<file path="config.mk">
export PLATFORM = sky130hd
export DESIGN_NAME = ins_fetch_queue
export DESIGN_NICKNAME = d
export VERILOG_FILES = /design/src/rtl/ins_fetch_queue_pkg.sv /design/src/rtl/ins_fetch_queue_storage.sv /design/src/rtl/ins_fetch_queue.sv
export SDC_FILE = /design/constraint.sdc
export NUM_CORES = 1
export LEC_CHECK = 0
export ABC_AREA = 1
export BUFFER_PORTS_ARGS = -buffer_cell sky130_fd_sc_hd__buf_2
export CAP_MARGIN = 20
export CORE_UTILIZATION = 42
export CTS_CLUSTER_SIZE = 28
export DETAILED_ROUTE_END_ITERATION = 16
export PLACE_DENSITY = 0.72
export SLEW_MARGIN = 30
export SYNTH_ARGS = -nofsm -noshare
export SYNTH_HDL_FRONTEND = slang
export SYNTH_HIERARCHICAL = 1
export SYNTH_SLANG_ARGS = --single-unit
</file>
<file path="constraint.sdc">
create_clock -name clk -period 8.35 [get_ports clk]
set_input_delay 1.67 -clock clk [delete_from_list [all_inputs] [get_ports clk]]
set_output_delay 1.67 -clock clk [all_outputs]
set_load 0.01 [all_outputs]
</file>
<file path="src/rtl/ins_fetch_queue_pkg.sv">
// Shared constants and types for the instruction fetch queue.
package ins_fetch_queue_pkg;

    // addi x0,x0,0 -- decodes as a harmless bubble when the queue is empty
    localparam logic [31:0] NOP_INS = 32'h00000013;

    localparam int DEFAULT_DEPTH = 4;

    // One buffered entry: instruction word in the upper half, PC in the lower half
    localparam int ENTRY_W = 64;

    typedef struct packed {
        logic [31:0] ins;
        logic [31:0] pc;
    } entry_t;

endpackage

</file>
<file path="src/rtl/ins_fetch_queue_storage.sv">
// DEPTH x ENTRY_W register array: synchronous write, asynchronous read, no reset.
module fq_storage
    import ins_fetch_queue_pkg::*;
#(
    parameter int DEPTH = DEFAULT_DEPTH,
    parameter int PTRW  = 2
) (
    input  logic               clk,
    input  logic               we,
    input  logic [PTRW-1:0]    waddr,
    input  logic [ENTRY_W-1:0] wdata,
    input  logic [PTRW-1:0]    raddr,
    output logic [ENTRY_W-1:0] rdata
);

    logic [ENTRY_W-1:0] mem [DEPTH];

    // Write the addressed slot on the rising edge when enabled
    always_ff @(posedge clk) begin
        if (we) begin
            mem[waddr] <= wdata;
        end
    end

    assign rdata = mem[raddr];

endmodule

</file>
<file path="src/rtl/ins_fetch_queue.sv">
// Fetch-to-decode decoupling FIFO of {instruction, PC} pairs with flush.
module ins_fetch_queue
    import ins_fetch_queue_pkg::*;
#(
    parameter int DEPTH = DEFAULT_DEPTH,
    parameter int PTRW  = 2,
    parameter int CNTW  = 3
) (
    input  logic            clk,
    input  logic            reset,
    input  logic            in_valid,
    output logic            in_ready,
    input  logic [31:0]     in_ins,
    input  logic [31:0]     in_pc,
    output logic            out_valid,
    input  logic            out_ready,
    output logic [31:0]     out_ins,
    output logic [31:0]     out_pc,
    input  logic            flush,
    output logic [CNTW-1:0] count
);

    logic [PTRW-1:0] wr_ptr;
    logic [PTRW-1:0] rd_ptr;
    logic            push;
    logic            pop;
    entry_t          wr_entry;
    entry_t          rd_entry;

    // Full/empty come only from count; pointers are equal in both cases
    assign in_ready  = !reset && (count != CNTW'(DEPTH));
    assign out_valid = (count != '0);
    assign push      = in_valid && in_ready;
    assign pop       = out_valid && out_ready;

    assign wr_entry.ins = in_ins;
    assign wr_entry.pc  = in_pc;

    fq_storage #(
        .DEPTH (DEPTH),
        .PTRW  (PTRW)
    ) u_storage (
        .clk   (clk),
        .we    (push && !flush),
        .waddr (wr_ptr),
        .wdata (wr_entry),
        .raddr (rd_ptr),
        .rdata (rd_entry)
    );

    // Pointer and occupancy update; flush overrides any same-cycle push/pop
    always_ff @(posedge clk or posedge reset) begin
        if (reset) begin
            wr_ptr <= '0;
            rd_ptr <= '0;
            count  <= '0;
        end else if (flush) begin
            wr_ptr <= '0;
            rd_ptr <= '0;
            count  <= '0;
        end else begin
            if (push) begin
                wr_ptr <= wr_ptr + PTRW'(1);
            end
            if (pop) begin
                rd_ptr <= rd_ptr + PTRW'(1);
            end
            case ({push, pop})
                2'b10:   count <= count + CNTW'(1);
                2'b01:   count <= count - CNTW'(1);
                default: count <= count;
            endcase
        end
    end

    // Head entry when valid, otherwise a NOP bubble at PC 0
    always_comb begin
        out_ins = NOP_INS;
        out_pc  = '0;
        if (out_valid) begin
            out_ins = rd_entry.ins;
            out_pc  = rd_entry.pc;
        end
    end

endmodule

</file>
# Word-level counts from Yosys, hierarchy flattened
# Memory sizes are Yosys's and may differ from the RTL's.
# Index checks and enable logic that the tools add are counted.
# totals
reg_bits,7
mem_bits_rw,256
input_bits,69
out_inout_bits,69
wordCells,31
mem_count,1
# classes
add_sub_neg,4
eq_ne,3
muxes,10
reduce_logical,10
# mem_list
name,words,width,rd,rd_clocked_by_memory_dff,wr,line_no,rtl
u_storage.mem,4,64,1,0,1,ins_fetch_queue_storage.sv:16,logic [ENTRY_W-1:0] mem [DEPTH];
# op_table
cell,n
$mux W32,2
$mux W2,4
$pmux W3 S2,1
$reduce_bool A3 Y1,2
$add A2 B1 Y2 const B,2
$logic_and A1 B1 Y1,4
$reduce_bool A2 Y1,2
$add A3 B1 Y3 const B,1
$mux W3,1
$ne A3 B3 Y1 const B,1
$sub A3 B1 Y3 const B,1
$eq A2 B1 Y1 const B,1
$eq A2 B2 Y1 const B,1
$logic_not A1 Y1,2
$mux W1,2

# Logic depth before layout (Yosys ltp)
# Gate-level depths: netlist of run 1.
# logic_depth
ltp_word,6
depth_mapped,12
mapped_depth_nobuf,12

# By module
# Netlist of run 1, hierarchy kept.
# modules_own_cells
mod,n_inst,cells_per_inst,area_per_inst_um2,seq_area_each_um2
fq_storage,1,1010,10761.6,7687.4
ins_fetch_queue,1,186,930.9,175.2

# Worst setup path after synthesis of run 1
# Ideal clock, no wire load.
# synth_timing
kind,input -> register
startpoint,in reset
endpoint,"mem u_storage.mem[1][0], enable pin"
setup_ns,0.565
arrival_time_ns,6.609
required_time_ns,7.785
path_slack_ns,1.176
path_stages,5
n_path_buf,0
path_cell_list,inv_1 -> nand3_1 -> nor2_1 -> inv_1 -> nor3_1
# synth_via
elab_chain_len,6
# synth_lines
element,line_no,rtl
from (decl),ins_fetch_queue.sv:10,"input logic reset,"
$logic_not A1 Y1 (no line),-,
$logic_and A1 B1 Y1,ins_fetch_queue.sv:31,assign in_ready = !reset && (count != CNTW'(DEPTH));
$logic_and A1 B1 Y1,ins_fetch_queue.sv:33,assign push = in_valid && in_ready;
$logic_and A1 B1 Y1,ins_fetch_queue.sv:44,".we (push && !flush),"
$mux W1,ins_fetch_queue_storage.sv:20,if (we) begin
$mux W1 (implied by the code),ins_fetch_queue_storage.sv:21,mem[waddr] <= wdata;
to (decl),ins_fetch_queue_storage.sv:16,
# Every way passes these cells.

==> results.md, run 1 <==
- Worst min-delay path category: register to register
- TNS Setup: 0 ns
- Slew headroom: 35.9%
- WL/cell: 13.9 um
- P_leak: 6.51 nW
- Worst slew pin tran: 0.961 ns
- Mapped cell area: 11700 sq um
- Commonest cells post-synth: 332 x nand2_1, 327 x inv_1, 256 x edfxtp_1
- Die area: 28500 sq um
- Status: finished clean
- TritonCTS buffer count: 28
- Seq/Total Area, Yosys: 67.2%
- GRT Resource Usage Total: 17.2%
- Synth Register Bits: 263
- Gpl congestion: 0.721
- Vias in the first global route: 7488
- Starting density of the core: 43.1%
- GRT overflow: 0
- Fmax: 0.198 GHz
- Dominant synthesized flop cell: edfxtp_1
- Final Hold Fails: 0
- DRC: 0
- Clock H-tree levels: 1
- Routed wire length: 23900 um
- Worst path arrival time: 3.39 ns
- IO Pins: 138
- Pin count of the biggest net entering global routing: 77
- Reg power frac: 42.7%
- PD cells: 264 nW/um^2
- Final Cycle Share: 60.6%
- Detailed router's first-iteration violation count: 469
- Required time worst endpoint: 6.68 ns
- Hold WS: 0.630 ns
- Die height: 169 um
- # rows: 60
- CTS clock-pin slew for the worst setup and hold paths: 0.06 ns
- Util after Layout: 50.1%
- Cell taking the most area after synthesis: edfxtp_1
- Combinational share of power: 24.8%
- Mean post-synth cell area: 9.78 sq um
- CTS tree: done
- Die width: 169 um
- Final worst-path setup slack: 3.29 ns
- Buffers on Ports: 137
- Layout cell share with drive strength beyond 1: 15.1%
- Fraction of registers with async set/reset: 2.66%
- Max Cap Viol: 0
- Setup Skew: 0.00492 ns
- Place WS: 3.84 ns
- Maximum VDD drop: 201 uV
- Crit Path Class: register to output pin
- Hold depth: 2
- CP startpoint kind: register
- Internal power: 2.47 mW
- Filler Cell Count: 2453
- Post-CTS Hold Fix Bufs: 0
- First-pass GRT wire length: 38500 um
- Reg2reg path depth: 7
- Worst-skew pair later-pin latency: 0.52 ns
- Root buf cell: clkbuf_16
- Sink Count: 263
- CTS Buffer Depth: 3
- Tmin final: 5.06 ns
- Synth Instances: 1196
- RSZ-0062 raised after global routing: no
- Area Overhead vs Synth: 16.1%
- Clock network power share: 32.4%
- YS warnings: 6
- Syn_nets: 1266
- Dpl hpwl: 13600 um
- Critical-path maximum fanout: 76
- Resized Gates After CTS: 0
- Fin. max-slew vios: 0
- Crit. End Element: output pin
- Final setup viols: 0
- Routed Antenna Nets: 0
- Post-synth EDFFs: 256
- NumNets Final: 1397
- Via count: 7696
- Antenna violations before repair: 6
- Core area: 27100 sq um
- Yosys top cell area share: 65.7%
- Net Sw Frac: 30.9%
- Most common cell in the netlist: nand2_1
- Via density: 4.46
- Synth cell types: 22
- Postcts setup bufs: 0
- Largest cells by area after synthesis: edfxtp_1 66%, nand2_1 11%, inv_1 10%
- Net Switching: 1.11 mW
- Drt pass-1 iters: 5
## cell usage in the layout, fill, tap and decap left out, drive strengths merged
master and instances:
dfrtp 7, or2 3, diode 3, a21oi 2, inv 332, fa 1, o31ai 1, bufinv 2
nand3 134, nand4 3, nor3 4, edfxtp 256, clkinv 16, clkbuf 34, o21ai 1, nor2 68
buf 148, nand2 335, xnor2 2
## registers in the layout, summed over array words and instances (netlist names)
register / flops
wr_ptr: 2
rd_ptr: 2
count: 3
u_storage/mem: 256
## per-stage QoR
step                instances  power [mW]  cell area [sq um]
global placement         1669        2.45              12700
detailed placement       1669        2.46              12700
CTS                      1721        3.63              13600
finish                   1724        3.58              13600
global route             1722        3.78              13600
floorplan                1196        2.14              11700
## layout make-up
cell class                      count  area (sq um)  share of cell area, %
Multi-Input combinational cell    554          2340                   17.3
Clock inverter                     18           126                  0.931
Sequential cell                   263          7870                   58.0
Timing Repair Buffer              148           768                   5.66
Tap cell                          372           465                   3.43
Clock buffer                       34           744                   5.49
Antenna cell                        3          7.51                 0.0553
Inverter                          332          1250                   9.20
## metal layers
metal  wire length [um]  GRT usage [%]  vias to the layer above
li1                   -              -                     3916
met1              10200           21.1                     3529
met2              11900           31.0                      204
met3               1400           3.60                       41
met4                444           4.27                        6
met5                 43              0                        -
## power by group through the flow
| stage | Sequential (mW) | Clock (mW) | Combinational [mW] |
|---|---|---|---|
| floorplan | 1.54 | 0 | 0.605 |
| global placement | 1.56 | 0 | 0.889 |
| detailed placement | 1.56 | 0 | 0.905 |
| CTS | 1.53 | 1.19 | 0.909 |
| global route | 1.54 | 1.24 | 1.00 |
| finish | 1.53 | 1.16 | 0.889 |
## worst max-delay path, stage by stage, from the launching register on
cell	delay, ns
dfrtp_4	0.74
inv_4	0.56
buf_4	0.74
nand2_1	0.10
nand3_1	0.10
nand2_1	0.08
or2_2	0.30
buf_2	0.14
## path summary, 6_finish.rpt
path	from	endpoint	slack (ns)
max	rd_ptr[0]	out_ins[1]	3.29
min	count[1]	count[1]	0.63
max reg2reg	count[0]	u_storage/mem[3][35]	5.59
min reg2reg	count[1]	count[1]	0.63
max in group asynchronous	reset	rd_ptr[0]	7.03
min in group asynchronous	reset	count[1]	1.08
## cells by family after synthesis
group / Yosys count / synth area share [%]
and+or+nand+nor: 547 / 19.3
buffers and inverters: 379 / 12.9
DFF: 263 / 67.2
AOI/OAI and AO/OA: 4 / 0.193
xor gates and xnor gates: 2 / 0.150
adders and majority gates: 1 / 0.171
No activity file was read; power rests on OpenSTA's default activity.
==> run 2: changes to the inputs <==
clock period = 4.8 ns   (was 8.35 ns; I/O delays follow)
==> run 2 against run 1 <==
  * Count of clock-buffer cells in the layout down 2
  * Worst hold slack lost 0.26 ns
  * Worst setup slack lost 2.0 ns
  * Non-clock buffer count grew 3
  * Final cell count is essentially flat
  * Global-route usage fell by 0.36 points
  * Total power grew 78%
  * Combinational power is 80% higher
  * Largest power group unchanged
  * Highest routed layer unchanged
==> results.md, run 2 (synthesized netlist as in run 1, its figures left out) <==
- Status: finished clean (unchanged)
- Detailed router's first-iteration violation count: 572 (was 469)
- Tmin final: 3.53 ns
- Fmax: 0.283 GHz
- Layout cell share with drive strength beyond 1: 15.9% (was 15.1%)
- Worst path arrival time: 2.57 ns (was 3.39 ns)
- Routed Antenna Nets: 0 (unchanged)
- Root buf cell: clkbuf_16 (unchanged)
- Crit. End Element: output pin (unchanged)
- Most frequent cells in the layout: 332 x nand2_1, 327 x inv_1, 256 x edfxtp_1 (unchanged)
- Fin cells: 1725 (was 1724)
- Pin count of the biggest net entering global routing: 95 (was 77)
- CP delay by family, top: buffers and inverters (unchanged)
- CTS Buffer Depth: 3 (unchanged)
- Vias in the first global route: 7434 (was 7488)
- Via count: 7672 (was 7696)
- GRT overflow: 0 (unchanged)
- WL/cell: 13.7 um (was 13.9 um)
- Reg2reg start: count[0] (unchanged)
- Max reg flops: 256 (unchanged)
- Reg2reg path depth: 7 (unchanged)
- First-pass GRT wire length: 37600 um (was 38500 um)
- Setup Skew: 0.0108 ns (was 0.00492 ns)
- Final Hold Fails: 0 (unchanged)
- Gpl congestion: 0.725 (was 0.721)
- Worst path bufs/invs: 3 (unchanged)
- Crit Path Class: register to output pin (unchanged)
- PD cells: 466 nW/um^2 (was 264 nW/um^2)
- Sequence of cells on the critical path: nor2_2 -> nand2_2 -> inv_2 -> buf_4 -> nor2_1 -> buf_2 (was inv_4 -> buf_4 -> nand2_1 -> nand3_1 -> nand2_1 -> or2_2 -> buf_2)
- Starting density of the core: 43.1% (unchanged)
- Final worst-path setup slack: 1.27 ns (was 3.29 ns)
- Reg-to-reg slack, setup: 2.63 ns (was 5.59 ns)
- Fin. max-slew vios: 0 (unchanged)
- Worst min-delay path category: input port to async pin (was register to register)
- Crit Reg-Reg Endpoint: u_storage/mem[0][25] (was u_storage/mem[3][35])
- Resized Gates After CTS: 0 (unchanged)
- Filler Cell Count: 2388 (was 2453)
- Antenna violations before repair: 5 (was 6)
- Seq. cell area: 7870 sq um (unchanged)
- Required time worst endpoint: 3.84 ns (was 6.68 ns)
- Clock H-tree levels: 1 (unchanged)
- RSZ-0062 raised after global routing: no (unchanged)
- Area Overhead vs Synth: 17.1% (was 16.1%)
- Dpl hpwl: 13500 um (was 13600 um)
- Buffers on Ports: 137 (unchanged)
- DRC: 0 (unchanged)
- Maximum VDD drop: 289 uV (was 201 uV)
- Die area: 28500 sq um (unchanged)
- Routed wire length: 23700 um (was 23900 um)
- GRT Resource Usage Total: 16.9% (was 17.2%)
- Area of the multi-input gates: 2340 sq um (unchanged)
- TNS Setup: 0 ns (unchanged)
- CP startpoint kind: register (unchanged)
- IO Pins: 138 (unchanged)
- Max Cap Viol: 0 (unchanged)
- Reg with most FFs: u_storage/mem (unchanged)
- CTS clock-pin slew for the worst setup and hold paths: 0.06 ns (about the same)
- Placed cell count: 1672 (was 1669)
- Slew headroom: 43.0% (was 35.9%)
- Final setup viols: 0 (unchanged)
- Worst-skew pair later-pin latency: 0.53 ns (was 0.52 ns)
- Critical-path maximum fanout: 38 (was 76)
- Die height: 169 um (unchanged)
- Slowest-stage cell, CP: buf_4 (was dfrtp_4)
- CTS tree: done (unchanged)
- Place WS: 1.73 ns (was 3.84 ns)
- Postcts setup bufs: 0 (unchanged)
- Core area: 27100 sq um (unchanged)
- NumNets Final: 1400 (was 1397)
- Sink Count: 263 (unchanged)
- TritonCTS buffer count: 28 (unchanged)
- Via density: 4.45 (was 4.46)
- Top Registers: u_storage/mem: 256 flops, count: 3 flops (unchanged)
- Final Cycle Share: 73.5%
- Die width: 169 um (unchanged)
- Commonest non-fill, non-tap cell in the layout: nand2_1 (unchanged)
- Worst slew pin tran: 0.855 ns (was 0.961 ns)
- Post-CTS Hold Fix Bufs: 0 (unchanged)
- Drt pass-1 iters: 5 (unchanged)
- Max incr delay on CP: 0.53 ns (was 0.74 ns)
- P_leak: 6.57 nW (was 6.51 nW)
- # rows: 60 (unchanged)
run 2: how the worst max path moves through the flow:
stage,startpoint,endpoint,slack (ns),cells after the start
2_1_floorplan,reset,u_storage/mem[1][0],-1.66,5
3_3_place_gp,rd_ptr[0],out_ins[22],1.77,8
3_5_place_dp,rd_ptr[0],out_ins[22],1.73,8
4_1_cts,rd_ptr[0],out_ins[18],1.14,8
5_1_grt,count[0],out_pc[1],1.09,6
6_report,count[1],out_pc[1],1.27,6
run 2: per-stage QoR:
step | total power, mW | hold WS (ns) | instance area [sq um] | util, %
floorplan | 3.72 | 0.562 | 11700 | -
global placement | 4.25 | 0.612 | 12700 | 47.0
detailed placement | 4.27 | 0.633 | 12700 | 47.0
CTS | 6.45 | 0.358 | 13700 | 50.5
global route | 6.71 | 0.391 | 13700 | 50.5
finish | 6.37 | 0.372 | 13700 | 50.5
run 2: worst register-to-register path, delay by kind of cell, from the launching register on:
| family | cells | cell delay, ns |
|---|---|---|
| buf+inv | 2 | 0.72 |
| flops | 1 | 0.45 |
| simple gates | 5 | 0.61 |
run 2: layout make-up:
type	count	share of cell area (%)
Antenna cell	2	0.0366
Clock buffer	32	5.38
Clock inverter	19	1.49
Inverter	332	9.14
Multi-Input combinational cell	554	17.1
Sequential cell	263	57.5
Tap cell	372	3.40
Timing Repair Buffer	151	5.96
run 2: where the power goes:
part / leakage [nW] / internal [mW] / total [mW] / switching [mW]
sequential: 2.40 / 2.58 / 2.62 / 0.0333
clock: 0.464 / 1.32 / 2.16 / 0.843
combinational: 3.70 / 0.527 / 1.60 / 1.07
total: 6.57 / 4.43 / 6.37 / 1.95
run 2: metal layers:
metal,global-route usage [%],vias to the layer above,routed length [um]
met3,3.27,42,1300
li1,-,3928,-
met2,29.8,189,11800
met5,0,-,34
met4,5.14,6,651
met1,20.9,3507,9900
